## config.mk

```make
export PLATFORM = sky130hd
export DESIGN_NAME = id_scoreboard
export DESIGN_NICKNAME = d
export VERILOG_FILES = /design/src/rtl/id_scoreboard.sv
export SDC_FILE = /design/constraint.sdc
export NUM_CORES = 1
export LEC_CHECK = 0
export CAP_MARGIN = 20
export CORE_UTILIZATION = 57
export DETAILED_ROUTE_END_ITERATION = 8
export MAX_ROUTING_LAYER = met4
export PLACE_DENSITY = 0.82
export SLEW_MARGIN = 20
export SYNTH_ARGS = -nofsm -noshare
export SYNTH_HDL_FRONTEND = slang
export SYNTH_SLANG_ARGS = --single-unit
export TNS_END_PERCENT = 1
```

## constraint.sdc

```tcl
create_clock -name clk -period 4.4 [get_ports clk]
set_clock_uncertainty 0.05 [all_clocks]
set_input_delay 0.66 -clock clk [delete_from_list [all_inputs] [get_ports clk]]
set_output_delay 0.66 -clock clk [all_outputs]
set_load 0.1 [all_outputs]
```

## src/rtl/id_scoreboard.sv

```systemverilog
// id_scoreboard: RAW-hazard scoreboard for the decode stage.
// Each architectural register has a counter of in-flight writes. The status
// register has its own counter of pending S-bit writers. A decode instruction
// stalls while any register it reads, or the SR when it is conditional, still
// has a pending writer. It also stalls when its own destination counter, or
// the SR counter, is already saturated.
// Ports:
//   clk, rst             clock (rising edge), async active-low reset
//   issue_*              decode-stage instruction (valid, dest write, S, cond)
//   src1_en/src1,
//   two_src/src2         source operands read by the decode instruction
//   flush                decode instruction is killed this cycle
//   wb_en/wb_dest        register write retiring at writeback
//   sr_retire            SR update retiring this cycle
//   hazard, issue_fire   combinational stall / accept for the decode stage
//   busy_vec, sr_busy    per-register and SR pending flags
//   inflight             total pending register writes
//   err_underflow        sticky: a retire arrived with no pending write
module id_scoreboard #(
  parameter int unsigned NREGS     = 16,
  parameter int unsigned RAW       = 4,
  parameter int unsigned CNT_W     = 2,
  parameter bit          WB_BYPASS = 1'b1
) (
  input  logic                   clk,
  input  logic                   rst,
  input  logic                   issue_valid,
  input  logic                   issue_wb_en,
  input  logic [RAW-1:0]         issue_dest,
  input  logic                   issue_s,
  input  logic                   issue_cond,
  input  logic                   src1_en,
  input  logic [RAW-1:0]         src1,
  input  logic                   two_src,
  input  logic [RAW-1:0]         src2,
  input  logic                   flush,
  input  logic                   wb_en,
  input  logic [RAW-1:0]         wb_dest,
  input  logic                   sr_retire,
  output logic                   hazard,
  output logic                   issue_fire,
  output logic [NREGS-1:0]       busy_vec,
  output logic                   sr_busy,
  output logic [RAW+CNT_W-1:0]   inflight,
  output logic                   err_underflow
);

  localparam int unsigned IF_W = RAW + CNT_W;
  localparam logic [CNT_W-1:0] CNT_MAX = '1;

  logic [CNT_W-1:0] cnt_q [NREGS];
  logic [CNT_W-1:0] cnt_d [NREGS];
  logic [CNT_W-1:0] sr_cnt_q, sr_cnt_d;
  logic [IF_W-1:0]  inflight_q, inflight_d;
  logic             err_q, err_d;

  logic [NREGS-1:0] pend_vec;
  logic             h1, h2, h3, h4, h5;
  logic             same_reg, inc_eff, dec_eff, reg_uf, sr_inc, sr_uf;

  // Pending per register; a last write retiring this cycle is forwarded by
  // the write-through register file, so it no longer blocks a reader.
  always_comb begin
    pend_vec = '0;
    for (int unsigned i = 0; i < NREGS; i++) begin
      pend_vec[i] = (cnt_q[i] != '0) &
                    ~(WB_BYPASS & (cnt_q[i] == CNT_W'(1)) & wb_en &
                      (wb_dest == RAW'(i)));
    end
  end

  // Hazard and accept for the decode instruction.
  always_comb begin
    h1         = src1_en & pend_vec[src1];
    h2         = two_src & pend_vec[src2];
    h3         = issue_wb_en & (cnt_q[issue_dest] == CNT_MAX);
    h4         = issue_cond & (sr_cnt_q != '0);
    h5         = issue_s & (sr_cnt_q == CNT_MAX);
    hazard     = issue_valid & ~flush & (h1 | h2 | h3 | h4 | h5);
    issue_fire = issue_valid & ~flush & ~hazard;
  end

  // Counter next state: issue and retire on the same register cancel out.
  always_comb begin
    same_reg   = issue_fire & issue_wb_en & wb_en & (wb_dest == issue_dest);
    inc_eff    = issue_fire & issue_wb_en & ~same_reg;
    dec_eff    = wb_en & ~same_reg & (cnt_q[wb_dest] != '0);
    reg_uf     = wb_en & ~same_reg & (cnt_q[wb_dest] == '0);
    for (int unsigned i = 0; i < NREGS; i++) begin
      cnt_d[i] = cnt_q[i];
      if (inc_eff && (issue_dest == RAW'(i))) begin
        cnt_d[i] = cnt_q[i] + CNT_W'(1);
      end else if (dec_eff && (wb_dest == RAW'(i))) begin
        cnt_d[i] = cnt_q[i] - CNT_W'(1);
      end
    end
    inflight_d = inflight_q + IF_W'(inc_eff) - IF_W'(dec_eff);

    sr_inc   = issue_fire & issue_s;
    sr_uf    = sr_retire & ~sr_inc & (sr_cnt_q == '0);
    sr_cnt_d = sr_cnt_q;
    if (sr_inc && !sr_retire) begin
      sr_cnt_d = sr_cnt_q + CNT_W'(1);
    end else if (sr_retire && !sr_inc && (sr_cnt_q != '0)) begin
      sr_cnt_d = sr_cnt_q - CNT_W'(1);
    end

    err_d = err_q | reg_uf | sr_uf;
  end

  // State registers.
  always_ff @(posedge clk or negedge rst) begin
    if (!rst) begin
      for (int unsigned i = 0; i < NREGS; i++) begin
        cnt_q[i] <= '0;
      end
      sr_cnt_q   <= '0;
      inflight_q <= '0;
      err_q      <= 1'b0;
    end else begin
      for (int unsigned i = 0; i < NREGS; i++) begin
        cnt_q[i] <= cnt_d[i];
      end
      sr_cnt_q   <= sr_cnt_d;
      inflight_q <= inflight_d;
      err_q      <= err_d;
    end
  end

  // Status flags decoded straight from the counter registers.
  always_comb begin
    busy_vec = '0;
    for (int unsigned i = 0; i < NREGS; i++) begin
      busy_vec[i] = (cnt_q[i] != '0);
    end
    sr_busy       = (sr_cnt_q != '0);
    inflight      = inflight_q;
    err_underflow = err_q;
  end

endmodule
```

[Word-level counts from Yosys, hierarchy flattened]
Cells that the tools add are included.
W data, S select, Z words.
Word-level totals
  memory bits (writable): 0
  bits in read-only memories: 0
  memories kept: 0
  logic and storage cells: 322
  output and inout port bits: 26
  input bits: 27
  register bits after elaboration: 41
  bits in latches: 0
Operators by class
  add/subtract/negate cells: 36
  mux-type cells: 44
  divide/modulo/power cells: 0
  equal/unequal tests: 49
  multipliers: 0
  $lt $le $gt $ge: 4
  reduce and logical (&&, ||, !) cells: 76
  bitwise gates (word level): 94
  shift-type cells: 0
Operators by type and width (number)
  $mux W2: 38
  $reduce_bool A2 Y1: 35
  $and A1 B1 Y1: 66
  $eq A4 B4 Y1 const B: 16
  $logic_and A1 B1 Y1: 35
  $add A2 B1 Y2 const B: 17
  $sub A2 B1 Y2 const B: 17
  $eq A2 B1 Y1 const B: 16
  $eq A4 B3 Y1 const B: 8
  $not A1 Y1: 20
  $bmux W2 S4: 2
  $eq A4 B2 Y1 const B: 4
  $ge A5 B5 Y1 const B: 2
  $lt A4 B5 Y1 const B: 2
  $not A4 Y5: 2
  $bmux W1 S4: 2
  $eq A4 B1 Y1 const B: 2
  $logic_not A4 Y1: 2
  $add A6 B1 Y6: 1
  $or A1 B1 Y1: 6
  $sub A6 B1 Y6: 1
  $eq A2 B2 Y1 const B: 2
  $eq A4 B4 Y1: 1
  $logic_not A2 Y1: 2
  2 further kinds: 4

[Depth between registers and ports, before layout]
  depth after elaboration: 24
  gate-level depth with buffers: 19

[Worst setup path after synthesis]
Ideal clock, no wire load.
  kind: reg2out
  from: register cnt_q[4] (netlist name)
  to: output hazard
  path buffers: 0
  data arrival time: 3.722 ns
  setup slack: -0.032 ns
  cell stages (with the launch flop): 11
  data required time: 3.690 ns
  path through: dfrtp_1 -> inv_1 -> ha_1 -> inv_1 -> or2_2 -> o2111ai_1 -> or3_1 -> o21ai_1 -> or2_1 -> nor2_1 -> nor2b_1
Between the ends
  elaborated cells on any way between the ends: 22
RTL lines
  from (decl): RTL line 51  | logic [CNT_W-1:0] cnt_q [NREGS];
  from (signal, indexed assignment): RTL line 122  | cnt_q[i] <= cnt_d[i];
  $reduce_bool A2 Y1 *
  net busy_vec[13]: RTL line 42  | output logic [NREGS-1:0] busy_vec,
  $and A1 B1 Y1 *: RTL line 66  | pend_vec[i] = (cnt_q[i] != '0) &
  $bmux W1 S4, on equally long branches: RTL line 74, 75
  $mux W1, on equally long branches: RTL line 74, 75
  $and A1 B1 Y1, on equally long branches: RTL line 74, 75
  $or A1 B1 Y1 * (4 in a row): RTL line 79  | hazard = issue_valid & ~flush & (h1 | h2 | h3 | h4 | h5);
  $and A1 B1 Y1 *: RTL line 79
  to (decl): RTL line 40  | output logic hazard,
Mark *: on every way through the listed nets, which the timed path passes. The rest lies on a longest branch. The select of a mux whose other input is x is not followed.

[Worst setup path in the final report]
  from: input wb_dest[1]
  to: register inflight_q[4], in the netlist inflight[4]
Between the ends
  cells in the longest elaborated chain, start to end: 21
  elaborated cells on any way between the ends: 92
RTL lines
  from (decl): RTL line 38  | input logic [RAW-1:0] wb_dest,
  $eq A4 B1 Y1, or another cell as far along: RTL line 68  | (wb_dest == RAW'(i)));
  $and A1 B1 Y1: RTL line 67  | ~(WB_BYPASS & (cnt_q[i] == CNT_W'(1)) & wb_en &
  $not A1 Y1: RTL line 67
  $and A1 B1 Y1: RTL line 66
  $bmux W1 S4, on equally long branches: RTL line 74, 75
  $mux W1, on equally long branches: RTL line 74, 75
  $and A1 B1 Y1, on equally long branches: RTL line 74, 75
  $or A1 B1 Y1 (4 in a row): RTL line 79
  (+2 left out)
  $and A1 B1 Y1: RTL line 80  | issue_fire = issue_valid & ~flush & ~hazard;
  $and A1 B1 Y1: RTL line 85, 86
  $and A1 B1 Y1 (2 in a row): RTL line 85  | same_reg = issue_fire & issue_wb_en & wb_en & (wb_dest == issue_dest);
  $not A1 Y1: RTL line 86, 87
  $and A1 B1 Y1, on equally long branches: RTL line 86, 87
  $add A6 B1 Y6 or $and A1 B1 Y1 (tied branches): RTL line 97, 87
  $sub A6 B1 Y6 *: RTL line 97  | inflight_d = inflight_q + IF_W'(inc_eff) - IF_W'(dec_eff);
  net inflight_d[4]: RTL line 54  | logic [IF_W-1:0] inflight_q, inflight_d;
  to (signal assigned): RTL line 125  | inflight_q <= inflight_d;
  to (decl): RTL line 54
Marks and branches as above.
A chain may end at the register's enable or synchronous reset.

==> impl_metrics.yaml <==
cts:
  cts_hold_buf: 0
  clk_pin_slew_ns: 0.09
  clockBufferDepth: 2
  numCtsBuffers: 5
  cts-root-buf: "clkbuf_8"
  clock-sinks: 41
  cts_tree: "done"
  clk_latency_ns: 0.31
  htreeDepth: 2
floorplanning:
  start_util_pct: 60.1
  io_pins: 53
  core.rowCount: 30
  dieArea_um2: 7670
  die-width_um: 87.6
  core_um2: 6940
  die_h_um: 87.6
yosys:
  synth_commonest_cells: "inv_1 (61), dfrtp_1 (41), ha_1 (38)"
  synthesis.nets: 574
  netlist_instances: 508
  yosys_register_bits: 41
  synth_edf_count: 0
  synth_cell_types: 72
  synth_area_leaders: "dfrtp_1 (25%), ha_1 (11%), inv_1 (5.5%)"
  postSynthAreaPerCell_um2: 8.22
  synthFlopType: "dfrtp_1"
  ys_seq_area_share_pct: 24.6
  yosysTopAreaCell: "dfrtp_1"
  synth_area_um2: 4180
  synth_top_cell_area_share_pct: 24.6
  synth_most_common_cell: "inv_1"
  synthArstFlopShare_pct: 100
  yosysWarnings: 0
place:
  io_buffers: 52
  dpl.hpwl_mm: 10.2
  place_congestion: 0.965
grt:
  antenna_found_initial: 0
  use_met3_pct: 6.79
  grt_pass1_vias: 4015
  grt_use_met2_pct: 55.5
  grt_overflow: 0
  grt_pass1_wl_mm: 20.2
  busiest_layer: "met2"
  grtUsageTotal_pct: 36.2
  grt_max_degree: 42
  grtUsageMet1_pct: 47.1
detailed_routing:
  viasPerCell: 6.24
  drt_iter0_markers: 289
  vias: 4123
  first_pass_iters: 5
  ant_nets: 0
  wire_per_inst_um: 19.2
  route.final.wire_length_mm: 12.7
  drc_errors: 0
setup_path:
  path_max_fanout: 7
  path_class: "in2reg"
  reg2reg_from: "cnt_q[12]"
  r2r_end: "inflight[4]"
  cp-end-kind: "register"
  cpPeakStageDelay_ns: 0.53
  critPathLaunchType: "input pin"
  required_ns: 4.58
  crit_slowest_cell: "clkdlybuf4s50_1"
  worstPathCellList: "clkdlybuf4s50_1 -> nor3b_2 -> a41oi_1 -> mux4_2 -> nor2_1 -> nor2_1 -> nor4_4 -> nor3b_1 -> ha_1 -> inv_1 -> ha_1 -> fa_1 -> a21o_1 -> a21oi_1 -> xnor2_1"
  crit_family: "simple AND/OR/NAND/NOR gates"
  arrival_ns: 4.31
  r2r_cells: 15
  critical_path_buf_inv_count: 2
  r2r_slack_ns: 0.73
power_and_ir_drop:
  p_seq_share_pct: 21.8
  p_comb_share_pct: 68.7
  switchingPower_mw: 1.86
  clockPowerShare_pct: 9.5
  peakVddDrop_uv: 661
  p_int_mw: 1.50
  swShare_pct: 55.4
  power_density_nw_per_um2: 670
  p_leak_nw: 2.23
sta:
  period_minus_slack_ns: 4.13
  hold_slack_ns: 0.438
  worst_pin_slew_ns: 0.977
  rsz0062_at_grt: "false"
  max_slew_margin_pct: 34.6
  drv_slew: 0
  hold_violations: 0
  finalSetupViolCount: 0
  fmax_mhz: 242
  min_period_over_period_pct: 93.8
job:
  maxCapViolations: 0
finish:
  area_growth_pct: 20.3
  regArea_um2: 1030
  n_antenna_cell: 0
  multi_input_area_um2: 2780
  finalCoreUtilization_pct: 72.3
  nFillCells: 552
  final_nets: 630
  drive_gt1_share_pct: 12.0
status:
  outcome: "complete, no violations"
worst_hold_path:
  hp-class: "in2async"
cell families after synthesis:
group,synth area share [%]
adder cells (fa/ha/maj),11.9
flip-flops,24.6
multiplexers,4.20
AND/OR/NAND/NOR,25.8
AO/OA/AOI/OAI,19.1
buffers and inverters,9.20
XOR/XNOR,5.24
flip-flops by register name, indices dropped and copies added (netlist names):
| signal | cells |
|---|---|
| cnt_q | 32 |
| inflight | 6 |
| sr_cnt_q | 2 |
| err_underflow | 1 |
how the worst max path moves through the flow:
stage | from | end | slack, ns | depth (start not counted)
2_1_floorplan | cnt_q[4] | inflight[4] | 0.44 | 18
3_3_place_gp | issue_dest[1] | inflight[4] | -0.04 | 14
3_5_place_dp | issue_dest[1] | inflight[5] | -0.13 | 15
4_1_cts | issue_dest[1] | inflight[4] | 0.15 | 14
5_1_grt | issue_dest[3] | inflight[4] | 0.08 | 15
6_report | wb_dest[1] | inflight[4] | 0.27 | 15
layer usage:
metal	vias to the layer above	share of wire (%)
met5	-	0
met4	0	3.4
met3	38	9.1
met2	223	44
met1	1942	43
li1	1920	-
power by group through the flow:
stage	registers [mW]	clock network, mW	logic (mW)
6_report	0.734	0.320	2.31
2_1_floorplan	0.901	0	1.50
5_1_grt	0.758	0.335	2.46
3_3_place_gp	0.728	0	2.24
4_1_cts	0.730	0.325	2.29
3_5_place_dp	0.737	0	2.28
cells in the final DEF, fill, tap and decap left out, drive strengths merged, types with 8 or more instances in the layout:
master,instances
a21oi,14
nor2,32
nand3,19
buf,30
dfrtp,41
nand3b,9
and2,9
nand2,37
a31oi,9
ha,38
a31o,8
xnor2,21
nor3,20
inv,61
nor2b,11
o21ai,17
clkdlybuf4s50,49
a311oi,9
cell type report:
cell class	count	share of cell area, %
Sequential cell	41	20.4
Inverter	61	4.56
Tap cell	96	2.39
Clock inverter	3	0.922
Multi-Input combinational cell	376	55.4
Timing Repair Buffer	79	15.0
Clock buffer	5	1.37
timing repair:
action,in CTS,in global routing
setup endpoints to repair,0,2
setup buffers,0,0
gates resized for setup,0,3
metrics by stage:
step / setup slack (ns) / area (um2) / power [mW] / instances / setup TNS, ns
5_1_grt: 0.0809 / 5020 / 3.55 / 661 / 0
4_1_cts: 0.147 / 5010 / 3.35 / 661 / 0
2_1_floorplan: 0.436 / 4180 / 2.40 / 508 / 0
3_5_place_dp: -0.129 / 4890 / 3.02 / 653 / -0.251
3_3_place_gp: -0.0365 / 4890 / 2.96 / 653 / -0.0521
6_report: 0.271 / 5020 / 3.36 / 661 / 0
(Power assumes the default switching activity.)
